<file path="src/rtl/tug_pkg.sv">
// Shared types and constants for the tug-of-war round controller.
package tug_pkg;

  typedef enum logic [1:0] {
    ST_IDLE  = 2'd0,
    ST_COUNT = 2'd1,
    ST_PLAY  = 2'd2,
    ST_CHEER = 2'd3
  } tug_state_e;

  localparam int unsigned SCORE_W = 7;

  localparam logic [2:0] POS_MIN    = 3'd0;
  localparam logic [2:0] POS_CENTER = 3'd3;
  localparam logic [2:0] POS_MAX    = 3'd6;

  // Foul penalties saturate one step short of a win.
  localparam logic [2:0] POS_FOUL_LO = 3'd1;
  localparam logic [2:0] POS_FOUL_HI = 3'd5;

  function automatic logic [SCORE_W-1:0] pos_to_score(input logic [2:0] p);
    return SCORE_W'(1) << p;
  endfunction

endpackage

</file>
<file path="src/rtl/slow_tick_cnt.sv">
// Clearable counter of slow-enable ticks with terminal-count detect.
// done fires on the tick that brings the count up to term.
module slow_tick_cnt
  import tug_pkg::*;
#(
  parameter int unsigned CW = 4
) (
  input  logic          clk,
  input  logic          rst,
  input  logic          clr,
  input  logic          inc,
  input  logic [CW-1:0] term,
  output logic [CW-1:0] cnt,
  output logic          done
);

  logic [CW-1:0] cnt_q, cnt_d;

  // Next count: clear wins over increment; holds at all-ones rather than wrapping.
  always_comb begin
    cnt_d = cnt_q;
    if (clr)
      cnt_d = '0;
    else if (inc && (cnt_q != '1))
      cnt_d = cnt_q + CW'(1);
  end

  // Count register with synchronous reset.
  always_ff @(posedge clk) begin
    if (rst)
      cnt_q <= '0;
    else
      cnt_q <= cnt_d;
  end

  assign cnt  = cnt_q;
  assign done = inc && ((cnt_q + CW'(1)) == term);

endmodule

</file>
<file path="src/rtl/tug_referee.sv">
// Tug-of-war round controller: IDLE -> COUNT -> PLAY -> CHEER -> IDLE.
// Optional feature macro: TUG_FALSE_START_EN (pushes during COUNT are fouls).
module tug_referee
  import tug_pkg::*;
#(
  parameter int unsigned COUNT_TICKS = 3,
  parameter int unsigned CHEER_TICKS = 8
) (
  input  logic               clk,
  input  logic               rst,
  input  logic               slowen,
  input  logic               start,
  input  logic               pbl,
  input  logic               pbr,
  output logic [SCORE_W-1:0] score,
  output logic               wingame,
  output logic [1:0]         winner,
  output logic               cheer_en,
  output logic               busy
);

  localparam int unsigned TICK_MAX = (COUNT_TICKS > CHEER_TICKS) ? COUNT_TICKS : CHEER_TICKS;
  localparam int unsigned CW       = $clog2(TICK_MAX) + 1;

  tug_state_e          state_q, state_d;
  logic [2:0]          pos_q, pos_d;
  logic [SCORE_W-1:0]  score_q;
  logic                wingame_q, wingame_d;
  logic [1:0]          winner_q, winner_d;
  logic                cheer_en_q;
  logic                busy_q;

  logic                tick_clr, tick_inc, tick_done;
  logic [CW-1:0]       tick_term, tick_cnt;

  slow_tick_cnt #(.CW(CW)) u_tick (
    .clk  (clk),
    .rst  (rst),
    .clr  (tick_clr),
    .inc  (tick_inc),
    .term (tick_term),
    .cnt  (tick_cnt),
    .done (tick_done)
  );

  // Next-state, rope position and win detection.
  always_comb begin
    state_d   = state_q;
    pos_d     = pos_q;
    wingame_d = 1'b0;
    winner_d  = winner_q;
    tick_inc  = 1'b0;
    tick_term = CW'(COUNT_TICKS);
    unique case (state_q)
      ST_IDLE: begin
        pos_d = POS_CENTER;
        if (start)
          state_d = ST_COUNT;
      end
      ST_COUNT: begin
        tick_inc  = slowen;
        tick_term = CW'(COUNT_TICKS);
`ifdef TUG_FALSE_START_EN
        if (pbl && !pbr)
          pos_d = (pos_q >= POS_FOUL_HI) ? POS_FOUL_HI : pos_q + 3'd1;
        else if (pbr && !pbl)
          pos_d = (pos_q <= POS_FOUL_LO) ? POS_FOUL_LO : pos_q - 3'd1;
`endif
        if (tick_done)
          state_d = ST_PLAY;
      end
      ST_PLAY: begin
        if (pbl && !pbr)
          pos_d = pos_q - 3'd1;
        else if (pbr && !pbl)
          pos_d = pos_q + 3'd1;
        if (pos_d == POS_MIN) begin
          state_d   = ST_CHEER;
          wingame_d = 1'b1;
          winner_d  = 2'b01;
        end else if (pos_d == POS_MAX) begin
          state_d   = ST_CHEER;
          wingame_d = 1'b1;
          winner_d  = 2'b10;
        end
      end
      ST_CHEER: begin
        tick_inc  = slowen;
        tick_term = CW'(CHEER_TICKS);
        if (tick_done) begin
          state_d = ST_IDLE;
          pos_d   = POS_CENTER;
        end
      end
      default: state_d = ST_IDLE;
    endcase
    // Every state change restarts the tick count, so an entry-edge tick is dropped.
    tick_clr = (state_d != state_q);
  end

  // State and registered outputs; outputs are computed from next-state values.
  always_ff @(posedge clk) begin
    if (rst) begin
      state_q    <= ST_IDLE;
      pos_q      <= POS_CENTER;
      score_q    <= pos_to_score(POS_CENTER);
      wingame_q  <= 1'b0;
      winner_q   <= 2'b00;
      cheer_en_q <= 1'b0;
      busy_q     <= 1'b0;
    end else begin
      state_q    <= state_d;
      pos_q      <= pos_d;
      score_q    <= pos_to_score(pos_d);
      wingame_q  <= wingame_d;
      winner_q   <= winner_d;
      cheer_en_q <= (state_d == ST_CHEER);
      busy_q     <= (state_d != ST_IDLE);
    end
  end

  assign score    = score_q;
  assign wingame  = wingame_q;
  assign winner   = winner_q;
  assign cheer_en = cheer_en_q;
  assign busy     = busy_q;

endmodule

</file>
<file path="config.mk">
export PLATFORM = sky130hd
export DESIGN_NAME = tug_referee
export DESIGN_NICKNAME = d
export VERILOG_FILES = /design/src/rtl/tug_pkg.sv /design/src/rtl/slow_tick_cnt.sv /design/src/rtl/tug_referee.sv
export SDC_FILE = /design/constraint.sdc
export NUM_CORES = 1
export LEC_CHECK = 0
export CORE_MARGIN = 2
export CORE_UTILIZATION = 50
export DETAILED_ROUTE_END_ITERATION = 8
export PLACE_DENSITY = 0.76
export REMOVE_ABC_BUFFERS = 1
export SLEW_MARGIN = 40
export SYNTH_ARGS = -nofsm -noshare
export SYNTH_HDL_FRONTEND = slang
export SYNTH_HIERARCHICAL = 1
export SYNTH_SLANG_ARGS = --single-unit
</file>
<file path="constraint.sdc">
create_clock -name clk -period 2.7 [get_ports clk]
set_input_delay 0.405 -clock clk [delete_from_list [all_inputs] [get_ports clk]]
set_output_delay 0.405 -clock clk [all_outputs]
set_load 0.01 [all_outputs]
</file>
After elaboration in Yosys (flattened, before gate mapping). Index checks and enable logic that the tools add are counted.

Logic and storage cells: 52. Output and inout port bits: 12. Register bits: 21. Bits of input ports: 6.

$add $sub $neg: 3. Eq/ne operators: 8. Bitwise operators: 1. Shifts and indexed selects: 1. Muxes and demuxes: 17. Reductions and logical operators: 14.

Operator list (number): 2-bit two-way mux (7); 3-bit two-way mux (4); 3-bit one-hot mux with 3 select lines (1); 2-bit one-hot mux with 4 select lines (1); 1-bit by 3-bit << shifter with 7-bit output, first input constant (1); 2-bit == test, second input constant (3); 2-bit OR reduction (3); 4-bit by 1-bit adder with 4-bit output, second input constant (1); 4-bit == test (1); 1-bit logical AND (4); 4-bit two-way mux (1); 4-bit inequality test, second input constant (1); 2-bit nonzero test (2); 3-bit by 1-bit adder with 3-bit output, second input constant (1); 3-bit == test, second input constant (1); 3-bit logical NOT (1); 1-bit two-way mux (3); 3-bit by 1-bit subtractor with 3-bit output, second input constant (1); 2-bit by 1-bit == test with 1-bit output, second input constant (1); 1-bit logical NOT (2); 2-bit logical NOT (1); 2-bit inequality test (1); 2-bit AND reduction (1); 1-bit NOT (1).

Depth between registers and ports, before layout. Gate-level depths: netlist of run 1.

Word-level depth: 11. Gate-level depth with buffers: 12.

By module. The synthesis of run 1 kept the hierarchy.

By module, submodules not included: tug_referee (instances 1, area an instance 812.0 um^2, sequential area each 340.3 um^2, cells an instance 87); slow_tick_cnt (instances 1, area an instance 257.7 um^2, sequential area each 80.1 um^2, cells an instance 30).

Worst setup path before layout of run 1. Ideal clock, no wire load.

Kind: reg-to-reg. Start: register u_tick.cnt_q[0] (netlist: u_tick/cnt[0]). End: register score_q[2] (netlist: score[2]). Stages on the path, launching flop included: 10. Buffers on the path: 0. Library setup time: 0.087 ns. Required time: 2.613 ns. Data arrival time: 1.976 ns. Path slack: 0.637 ns. Cell sequence: dfxtp_1 > ha_1 > xnor2_1 > nand3_1 > nor3_1 > nand2_1 > nand2_1 > nor2_1 > a21oi_1 > nor4b_2.

Cells in the longest elaborated chain, start to end: 6.

Ends and longest elaborated chain: from (decl) (RTL line slow_tick_cnt.sv:17) `logic [CW-1:0] cnt_q, cnt_d;`; from (signal assigned) (RTL line slow_tick_cnt.sv:33) `cnt_q <= cnt_d;`; 4-bit by 1-bit adder with 4-bit output (RTL line slow_tick_cnt.sv:37) `assign done = inc && ((cnt_q + CW'(1)) == term);`; 4-bit == test (RTL line slow_tick_cnt.sv:37); 1-bit logical AND (RTL line slow_tick_cnt.sv:37); named net tick_done (RTL line tug_referee.sv:33) `logic tick_clr, tick_inc, tick_done;`; 3-bit two-way mux (RTL line tug_referee.sv:90) `if (tick_done) begin`; 3-bit one-hot mux with 3 select lines (RTL line tug_referee.sv:54) `unique case (state_q)`; 1-bit by 3-bit << shifter with 7-bit output (RTL line tug_pkg.sv:22) `return SCORE_W'(1) << p;`; to (signal assigned) (RTL line tug_referee.sv:106) `score_q <= pos_to_score(POS_CENTER);`; to (signal assigned) (RTL line tug_referee.sv:114) `score_q <= pos_to_score(pos_d);`; to (decl) (RTL line tug_referee.sv:27) `logic [SCORE_W-1:0] score_q;`.

The timed path passes the listed nets, and every way through them passes these cells. A chain may end at the register's enable or synchronous reset.

Worst setup path in the final report of run 1.
Start: register state_q[0]. End: register score_q[2] (netlist: score[2]).

Cells in the longest elaborated chain, start to end: 7.

Ends and longest elaborated chain: from (decl) (RTL line tug_referee.sv:25) `tug_state_e state_q, state_d;`; from (signal assigned) (RTL line tug_referee.sv:112) `state_q <= state_d;`; 2-bit == test (RTL line tug_referee.sv:54); 4-bit two-way mux (RTL line tug_referee.sv:54); named net tick_term[0] (RTL line tug_referee.sv:34) `logic [CW-1:0] tick_term, tick_cnt;`; 4-bit == test (RTL line slow_tick_cnt.sv:37); 1-bit logical AND (RTL line slow_tick_cnt.sv:37); named net tick_done (RTL line tug_referee.sv:33); 3-bit two-way mux (RTL line tug_referee.sv:90); 3-bit one-hot mux with 3 select lines (RTL line tug_referee.sv:54); 1-bit by 3-bit << shifter with 7-bit output (RTL line tug_pkg.sv:22).

The timed path passes the listed nets, and every way through them passes these cells.

==> results of run 1 <==
how the worst max path moves through the flow:
stage,startpoint,slack [ns],depth (start not counted),end
after global placement,pbl,0.18,8,u_tick/cnt[2]$_SDFFE_PP0P_
after floorplan,u_tick/cnt[0]$_SDFFE_PP0P_,0.64,9,score[2]$_SDFF_PP0_
after CTS,state_q[0]$_SDFF_PP0_,0.40,10,score[2]$_SDFF_PP0_
after detailed placement,pbl,0.16,8,u_tick/cnt[2]$_SDFFE_PP0P_
final,state_q[0]$_SDFF_PP0_,0.40,10,score[2]$_SDFF_PP0_
after global routing,state_q[0]$_SDFF_PP0_,0.20,10,u_tick/cnt[2]$_SDFFE_PP0P_
worst max-delay path: cells and delay by family (launching register included):
kind	cells	cell delay, ns
XOR/XNOR	2	0.26
flip-flops	1	0.53
buffers and inverters	1	0.13
AO/OA/AOI/OAI	1	0.35
AND/OR/NAND/NOR	6	0.96
final cells by class:
type | instances | area, um^2
clock buffer | 3 | 22.5
clock inverter | 1 | 5.00
fill | 160 | 682
inverter | 8 | 30.0
multi-input combinational | 85 | 603
sequential | 21 | 420
tap | 27 | 33.8
timing repair buffer | 19 | 185
registers in the layout, indices dropped and copies added, names as in the netlist:
name,count
score,7
u_tick/cnt,4
winner,2
busy,1
cheer_en,1
state_q,2
wingame,1
pos_q,3
layer usage:
| layer | GRT usage | part of all wire | up-vias |
|---|---|---|---|
| met5 | 0 | 0 | - |
| met3 | 0.0298 | 0.053 | 2 |
| li1 | - | - | 460 |
| met4 | 0.0833 | 0.013 | 0 |
| met1 | 0.243 | 0.48 | 421 |
| met2 | 0.285 | 0.46 | 30 |
synthesized netlist by cell type (all sizes together), types with 3 or more instances:
library cell,instances,area share
dfxtp,21,0.39
inv,8,0.028
nand2,8,0.030
xnor2,8,0.065
a21oi,7,0.033
nor3,7,0.033
o21ai,7,0.036
nor2,5,0.020
nand3,4,0.019
ha,3,0.035
nand3b,3,0.021
nor4,3,0.018
o31ai,3,0.034
cell families after synthesis:
| kind of cell | share of synthesized area |
|---|---|
| buffers and inverters | 0.0433 |
| adders and majority gates | 0.0351 |
| and+or+nand+nor | 0.241 |
| DFF | 0.393 |
| AOI/OAI and AO/OA | 0.184 |
| other | 0.00351 |
| muxes | 0.0187 |
| xor gates and xnor gates | 0.0819 |
power groups by stage:
stage | Combinational, mW | Sequential [mW] | Clock (mW)
2_1_floorplan | 0.0350 | 0.327 | 0
3_3_place_gp | 0.0557 | 0.328 | 0
3_5_place_dp | 0.0567 | 0.328 | 0
4_1_cts | 0.0570 | 0.321 | 0.153
5_1_grt | 0.0628 | 0.322 | 0.171
6_report | 0.0575 | 0.321 | 0.148
cells in the final DEF, fill, tap and decap left out, drive strengths merged, types with 2 or more instances in the layout:
master         Yosys  routed
a211oi             2       2
a21oi              7       7
and3               2       2
buf                2       2
clkbuf             1       3
clkdlybuf4s50      0      17
dfxtp             21      21
ha                 3       3
inv                8       8
mux2i              2       2
nand2              8       8
nand2b             2       2
nand3              4       4
nand3b             3       3
nor2               5       5
nor3               7       7
nor4               3       3
nor4b              2       2
o21a               2       2
o21ai              7       7
o31ai              3       3
xnor2              8       8
xor2               2       2
through the flow:
stage          total power [mW]  cells
2_1_floorplan             0.362    114
3_3_place_gp              0.384    160
3_5_place_dp              0.385    160
4_1_cts                   0.531    164
5_1_grt                   0.556    164
6_report                  0.527    164
==> run_results.csv, run 1 <==
group,metric,value,unit
grt,track_usage,0.182,
critical_path,cp_max_fo,11,
timing,max_freq,434,MHz
critical_path,crit_chain,"nand2_1, inv_1, xor2_1, xnor2_1, nor3_1, nand2_1, nand2_1, nor2_1, a21oi_1, nor4b_2",
pwr,p_sw_frac,0.248,
placement,place_ws,0.164,ns
synth,ys_seq_elements,21,
critical_path,r2r-end,"score[2]$_SDFF_PP0_",
route,drt_iter0_drc,13,
worst_hold_path,hold_path_startpoint,"winner[0]$_SDFFE_PP0P_",
finish,drive_gt1_frac,0.131,
timing,rsz0062_at_grt,"false",
pwr,powerDensity,405,nW/um^2
pwr,combPwrFrac,0.109,
placement,post-dp-hpwl,1630,um
timing,slew_headroom,0.658,
route,drt_pre_antenna_iters,4,
timing,fin_worst_hold_slack,0.505,ns
clocking,cts_hold_buf,0,
placement,portBuffers,17,
synth,netlist_instances,117,
placement,place.gp.congestion,0.829,
synth,synth.distinct_cells,44,
synth,avgSynthCellArea,9.14,um^2
worst_hold_path,worstHoldPathType,"flop to flop",
route,wl_per_cell,13.0,um
synth,synth_seq_area_share,0.393,
pwr,intPower,0.396,mW
route,drc,0,
grt,grt_pass1_vias,827,
critical_path,setup.worst_path.end_class,"flop",
finish,antenna_cells,0,
critical_path,cp_common_cell,"nand2_1",
clocking,numCtsBuffers,3,
timing,tns,0,ns
clocking,post_cts_buffers,0,
clocking,clk_pin_slew,0.12,ns
die,die_x,50.3,um
critical_path,critPathSlowestCell,"dfxtp_1",
die,io_pins,18,
timing,clock_skew,0.00741,ns
critical_path,rr_worst_depth,10,
pwr,clkPwrFrac,0.281,
worst_hold_path,worstHoldPathCells,2,
worst_hold_path,whs_endpoint,"winner[0]$_SDFFE_PP0P_",
synth,async_flop_share,0,
timing,fin_crit_sh,0.853,
pwr,vdd_drop_max,219,uV
critical_path,required,2.91,ns
die,rows,16,
finish,areaGrowthSynthToFinish,21.5,%
route,via_per_inst,5.57,
route,drt_wl_total,2130,um
grt,grt-ovfl-total,0,
clocking,clock_sinks,21,
synth,ys.flop_type,"dfxtp_1",
synth,syn_area,1070,um^2
clocking,cts_root_buf,"clkbuf_4",
finish,fin_util,0.656,
timing,fin_crit,2.30,ns
clocking,cts_htree_levels,1,
timing,hold_viol,0,
critical_path,critPathKind,"flop to flop",
critical_path,cp.arrival,2.52,ns
clocking,clock_latency,0.30,ns
pwr,seqPwrFrac,0.609,
run_status,status,"finished clean",
timing,setup_slack,0.397,ns
die,dieArea,2530,um^2
clocking,cts.path.max_buffers,2,
die,core-area,1980,um^2
placement,placed_cell_area,1270,um^2
route,final_antenna_net_count,0,
critical_path,critPathMaxStageDelay,0.53,ns
grt,grt_pass1_wl,3510,um
timing,tightest_slew,0.511,ns
synth,yosysWarnings,6,
finish,nNetsFinal,147,
die,die_h,50.3,um
grt,antenna_found_initial,0,
die,start_util,0.540,
run,maxCapViolations,0,
synth,synth_edf_count,0,
clocking,tritoncts,"built",
pwr,p_leak,0.483,nW
route,vias,913,
timing,setup_viol,0,
critical_path,r2r_start,"state_q[0]$_SDFF_PP0_",
finish,design_area,1300,um^2
critical_path,reg2reg_slack,0.40,ns
timing,slew_violations,0,
pwr,switching_power,0.130,mW
clocking,ctsResizeCount,0,
grt,grt_max_degree,14,
critical_path,start_kind,"flop",
Power figures use the tool's default switching activity.
==> inputs of run 2 (changes only) <==
- CORE_UTILIZATION: 50 -> 35
- PLACE_DENSITY: 0.76 -> unset
- REMOVE_ABC_BUFFERS: 1 -> unset
==> run 2 against run 1 <==
Compared with the run above:
- sequential power hardly changed
- via count down 5.8%
- routed wire length down 4.9%
- combinational power fell by 1%
- register-to-register slack barely moved
- critical path depth is the same
- worst hold slack better by 0.014 ns
- first-iteration DRC count is 7.7% lower
- clock-buffer cell count unchanged
- total power up 1.2%
==> run_results.csv, run 2 (synthesized netlist as in run 1, its figures left out) <==
group,metric,value,unit
run_status,status,"finished clean",
timing,fin_crit,2.30,ns
timing,fin_worst_hold_slack,0.519,ns
timing,tns,0,ns
clocking,clock_sinks,21,
pwr,powerDensity,408,nW/um^2
pwr,p_sw_frac,0.256,
critical_path,cp.arrival,2.54,ns
critical_path,cp_common_cell,"nand2_1",
route,drt_pre_antenna_iters,4,
clocking,cts_htree_levels,1,
critical_path,start_kind,"flop",
finish,nNetsFinal,147,
die,rows,20,
timing,clock_skew,0.00887,ns
placement,dp_cells,166,
placement,place.gp.congestion,0.732,
finish,most-common-layout-cells,"dfxtp_1 (21), clkdlybuf4s50_1 (17), xnor2_1 (8)",
clocking,tritoncts,"built",
clocking,post_cts_buffers,0,
timing,rsz0062_at_grt,"false",
finish,antenna_cells,0,
timing,slew_headroom,0.657,
timing,hold_viol,0,
finish,fillCellCount,294,
grt,grt_pass1_wl,3620,um
run,maxCapViolations,0,
route,vias,860,
grt,track_usage,0.135,
clocking,cts_hold_buf,0,
critical_path,crit_chain,"nand2_1, inv_1, xor2_1, xnor2_1, nor3_1, nand2_1, nand2_1, nor2_1, a21oi_1, nor4b_2",
placement,post-dp-hpwl,1530,um
route,final_antenna_net_count,0,
die,dieArea,3510,um^2
pwr,p_leak,0.483,nW
die,core-area,2980,um^2
critical_path,path_buf_inv,1,
finish,finalNonFillerCells,170,
route,wl_per_cell,11.9,um
critical_path,critPathMaxStageDelay,0.52,ns
timing,setup_viol,0,
route,drt_wl_total,2030,um
timing,tightest_slew,0.512,ns
placement,portBuffers,17,
pwr,clkPwrFrac,0.292,
critical_path,critPathSlowestCell,"dfxtp_1",
timing,fin_crit_sh,0.852,
die,start_util,0.359,
pwr,switching_power,0.136,mW
clocking,clk_pin_slew,0.12,ns
pwr,combPwrFrac,0.107,
clocking,numCtsBuffers,3,
timing,max_freq,435,MHz
clocking,ctsResizeCount,0,
synth,syn-num-nets,126,
die,die_h,59.3,um
placement,placed_cell_area,1280,um^2
pwr,seqPwrFrac,0.602,
critical_path,crit_family,"simple AND/OR/NAND/NOR gates",
finish,areaGrowthSynthToFinish,22.2,%
pwr,power,0.533,mW
grt,grt_max_degree,14,
clocking,cts_root_buf,"clkbuf_4",
die,io_pins,18,
die,die_x,59.3,um
critical_path,setup.worst_path.end_class,"flop",
finish,drive_gt1_frac,0.131,
route,drc,0,
worst_hold_path,worstHoldPathType,"flop to flop",
finish,design_area,1310,um^2
pwr,vdd_drop_max,127,uV
pwr,intPower,0.397,mW
critical_path,required,2.94,ns
grt,grt_pass1_vias,828,
critical_path,cp_max_fo,11,
clocking,clock_latency,0.32,ns
clocking,cts.path.max_buffers,2,
critical_path,critPathKind,"flop to flop",
route,drt_iter0_drc,12,
timing,slew_violations,0,
finish,largest_reg_flops,7,
route,via_per_inst,5.06,
grt,grt-ovfl-total,0,
grt,antenna_found_initial,0,
finish,mostFrequentLayoutCell,"dfxtp_1",
run 2: cell counts in the layout (fill, tap and decap cells not counted):
Identical to the previous run, type by type.
run 2: tightest hold or removal path, cell delays in order, from the launching register on:
cell and delay [ns]:
dfxtp_1 0.35, nand2_1 0.07, o32ai_2 0.07
run 2: cell type report:
cell class,count,area [um^2],share of cell area
multi-input cells,85,603,0.461
flip-flops and latches,21,420,0.322
repair buffers,19,185,0.142
well taps,33,41.3,0.0316
inverters,8,30.0,0.0230
clock buffers,3,22.5,0.0172
clock inverters,1,5.00,0.00383
run 2: final timing paths:
check | from | cells after the start | slack (ns) | end
worst max-delay path | state_q[0]$_SDFF_PP0_ | 10 | 0.40 | score[2]$_SDFF_PP0_
worst min-delay path | winner[0]$_SDFFE_PP0P_ | 2 | 0.52 | winner[0]$_SDFFE_PP0P_
worst max register to register | state_q[0]$_SDFF_PP0_ | 10 | 0.40 | score[2]$_SDFF_PP0_
worst min register to register | winner[0]$_SDFFE_PP0P_ | 2 | 0.52 | winner[0]$_SDFFE_PP0P_
run 2: per-stage QoR:
stage                     utilization  worst slack [ns]
after floorplan                     -             0.637
after global placement          0.430             0.200
after detailed placement        0.430             0.154
after CTS                       0.439             0.383
final                           0.439             0.399
after global routing            0.439            0.0174
run 2: power groups by stage:
stage / sequential [mW] / combinational, mW / clock, mW
floorplan: 0.324 / 0.0415 / 0
global placement: 0.328 / 0.0561 / 0
detailed placement: 0.328 / 0.0563 / 0
CTS: 0.321 / 0.0567 / 0.161
global route: 0.322 / 0.0635 / 0.166
finish: 0.321 / 0.0569 / 0.155
run 2: routing by layer:
metal	GRT usage	vias up	wire length, um
met3	0.0153	5	77
li1	-	453	-
met5	0	-	0
met2	0.214	21	848
met4	0.0877	0	63
met1	0.174	381	1040
==> inputs of run 3 (changes only) <==
- CORE_UTILIZATION: 35 -> 51
- PLACE_DENSITY: unset -> 0.77
==> run 3 against run 2 <==
Compared with the run above:
- clock-buffer cell count unchanged
- die area down 29%
- largest power group unchanged
- first-iteration DRC count up 58%
- total power down 1.8%
- fmax down 0.72%
- worst setup slack worse by 0.017 ns
- global-route usage up 4.9 points
==> run_results.csv, run 3 (synthesized netlist as in run 1, its figures left out) <==
group,metric,value,unit
placement,post-dp-hpwl,1570,um
worst_hold_path,worstHoldPathType,"flop to flop",
critical_path,cp.arrival,2.54,ns
finish,most-common-layout-cells,"dfxtp_1 (21), clkdlybuf4s50_1 (17), xnor2_1 (8)",
route,vias,918,
critical_path,critPathKind,"flop to flop",
clocking,tritoncts,"built",
route,drt_wl_total,2040,um
finish,finalNonFillerCells,164,
clocking,clock_latency,0.29,ns
placement,place_ws,0.126,ns
grt,grt-ovfl-total,0,
die,die_x,49.8,um
timing,fin_crit,2.32,ns
route,via_per_inst,5.60,
placement,placed_cell_area,1270,um^2
timing,setup_viol,0,
die,die_h,49.8,um
clocking,ctsResizeCount,0,
finish,multi_input_area,603,um^2
die,io_pins,18,
route,drt_pre_antenna_iters,4,
pwr,p_sw_frac,0.243,
die,dieArea,2480,um^2
clocking,cts.path.max_buffers,2,
clocking,post_cts_buffers,0,
pwr,powerDensity,403,nW/um^2
pwr,intPower,0.396,mW
route,final_antenna_net_count,0,
run,maxCapViolations,0,
pwr,power,0.524,mW
timing,rsz0062_at_grt,"false",
finish,fin_util,0.663,
clocking,clock_sinks,21,
pwr,clkPwrFrac,0.278,
grt,track_usage,0.185,
synth,syn-num-nets,126,
timing,slew_violations,0,
critical_path,required,2.92,ns
placement,portBuffers,17,
grt,antenna_found_initial,0,
finish,areaGrowthSynthToFinish,21.5,%
pwr,seqPwrFrac,0.613,
finish,antenna_cells,0,
clocking,cts_root_buf,"clkbuf_4",
finish,design_area,1300,um^2
route,drt_iter0_drc,19,
die,start_util,0.545,
critical_path,setup.worst_path.end_class,"flop",
timing,fin_crit_sh,0.858,
route,wl_per_cell,12.4,um
finish,nNetsFinal,147,
timing,tns,0,ns
critical_path,start_kind,"flop",
finish,mostFrequentLayoutCell,"dfxtp_1",
placement,dp_cells,160,
clocking,clk_pin_slew,0.11,ns
timing,setup_slack,0.383,ns
finish,drive_gt1_frac,0.131,
route,drc,0,
pwr,combPwrFrac,0.109,
die,core-area,1960,um^2
grt,grt_pass1_vias,878,
finish,register_area,420,um^2
timing,clock_skew,0.00440,ns
die,rows,16,
placement,place.gp.congestion,0.802,
timing,fin_worst_hold_slack,0.505,ns
finish,largest_reg_flops,7,
clocking,cts_hold_buf,0,
grt,grt_pass1_wl,3680,um
grt,grt_max_degree,14,
critical_path,cp_max_fo,11,
timing,max_freq,432,MHz
pwr,switching_power,0.127,mW
run_status,status,"finished clean",
timing,hold_viol,0,
pwr,p_leak,0.483,nW
finish,fillCellCount,183,
pwr,vdd_drop_max,256,uV
clocking,numCtsBuffers,3,
clocking,cts_htree_levels,1,
## run 3: cell type report
| cell class | count | share of cell area |
|---|---|---|
| clock buffer | 3 | 0.0173 |
| clock inverter | 1 | 0.00385 |
| inverter | 8 | 0.0231 |
| multi-input combinational | 85 | 0.464 |
| sequential | 21 | 0.323 |
| tap | 27 | 0.0260 |
| timing repair buffer | 19 | 0.142 |
## run 3: final timing paths
kind	from	end	slack [ns]	cells past startpoint
max	state_q[0]$_SDFF_PP0_	score[2]$_SDFF_PP0_	0.38	10
max reg2reg	state_q[0]$_SDFF_PP0_	score[2]$_SDFF_PP0_	0.38	10
min reg2reg	winner[1]$_SDFFE_PP0P_	winner[1]$_SDFFE_PP0P_	0.51	2
min	winner[1]$_SDFFE_PP0P_	winner[1]$_SDFFE_PP0P_	0.51	2
## run 3: layer usage
| metal | GRT usage | up-vias | wire, um |
|---|---|---|---|
| met2 | 0.324 | 33 | 959 |
| met3 | 0.0212 | 0 | 108 |
| met5 | 0 | - | 0 |
| met4 | 0.0509 | 0 | 0 |
| li1 | - | 454 | - |
| met1 | 0.238 | 431 | 969 |
## run 3: critical path, stage by stage, from the launching register on
cell	delay [ns]
dfxtp_1	0.53
nand2_1	0.19
inv_1	0.13
xor2_1	0.19
xnor2_1	0.09
nor3_1	0.21
nand2_1	0.11
nand2_1	0.13
nor2_1	0.08
a21oi_1	0.34
nor4b_2	0.25
## run 3: power groups by stage
stage / clock (mW) / combinational, mW / sequential, mW
2_1_floorplan: 0 / 0.0415 / 0.324
3_3_place_gp: 0 / 0.0553 / 0.328
3_5_place_dp: 0 / 0.0565 / 0.328
4_1_cts: 0.149 / 0.0569 / 0.321
5_1_grt: 0.162 / 0.0624 / 0.322
6_report: 0.145 / 0.0573 / 0.321
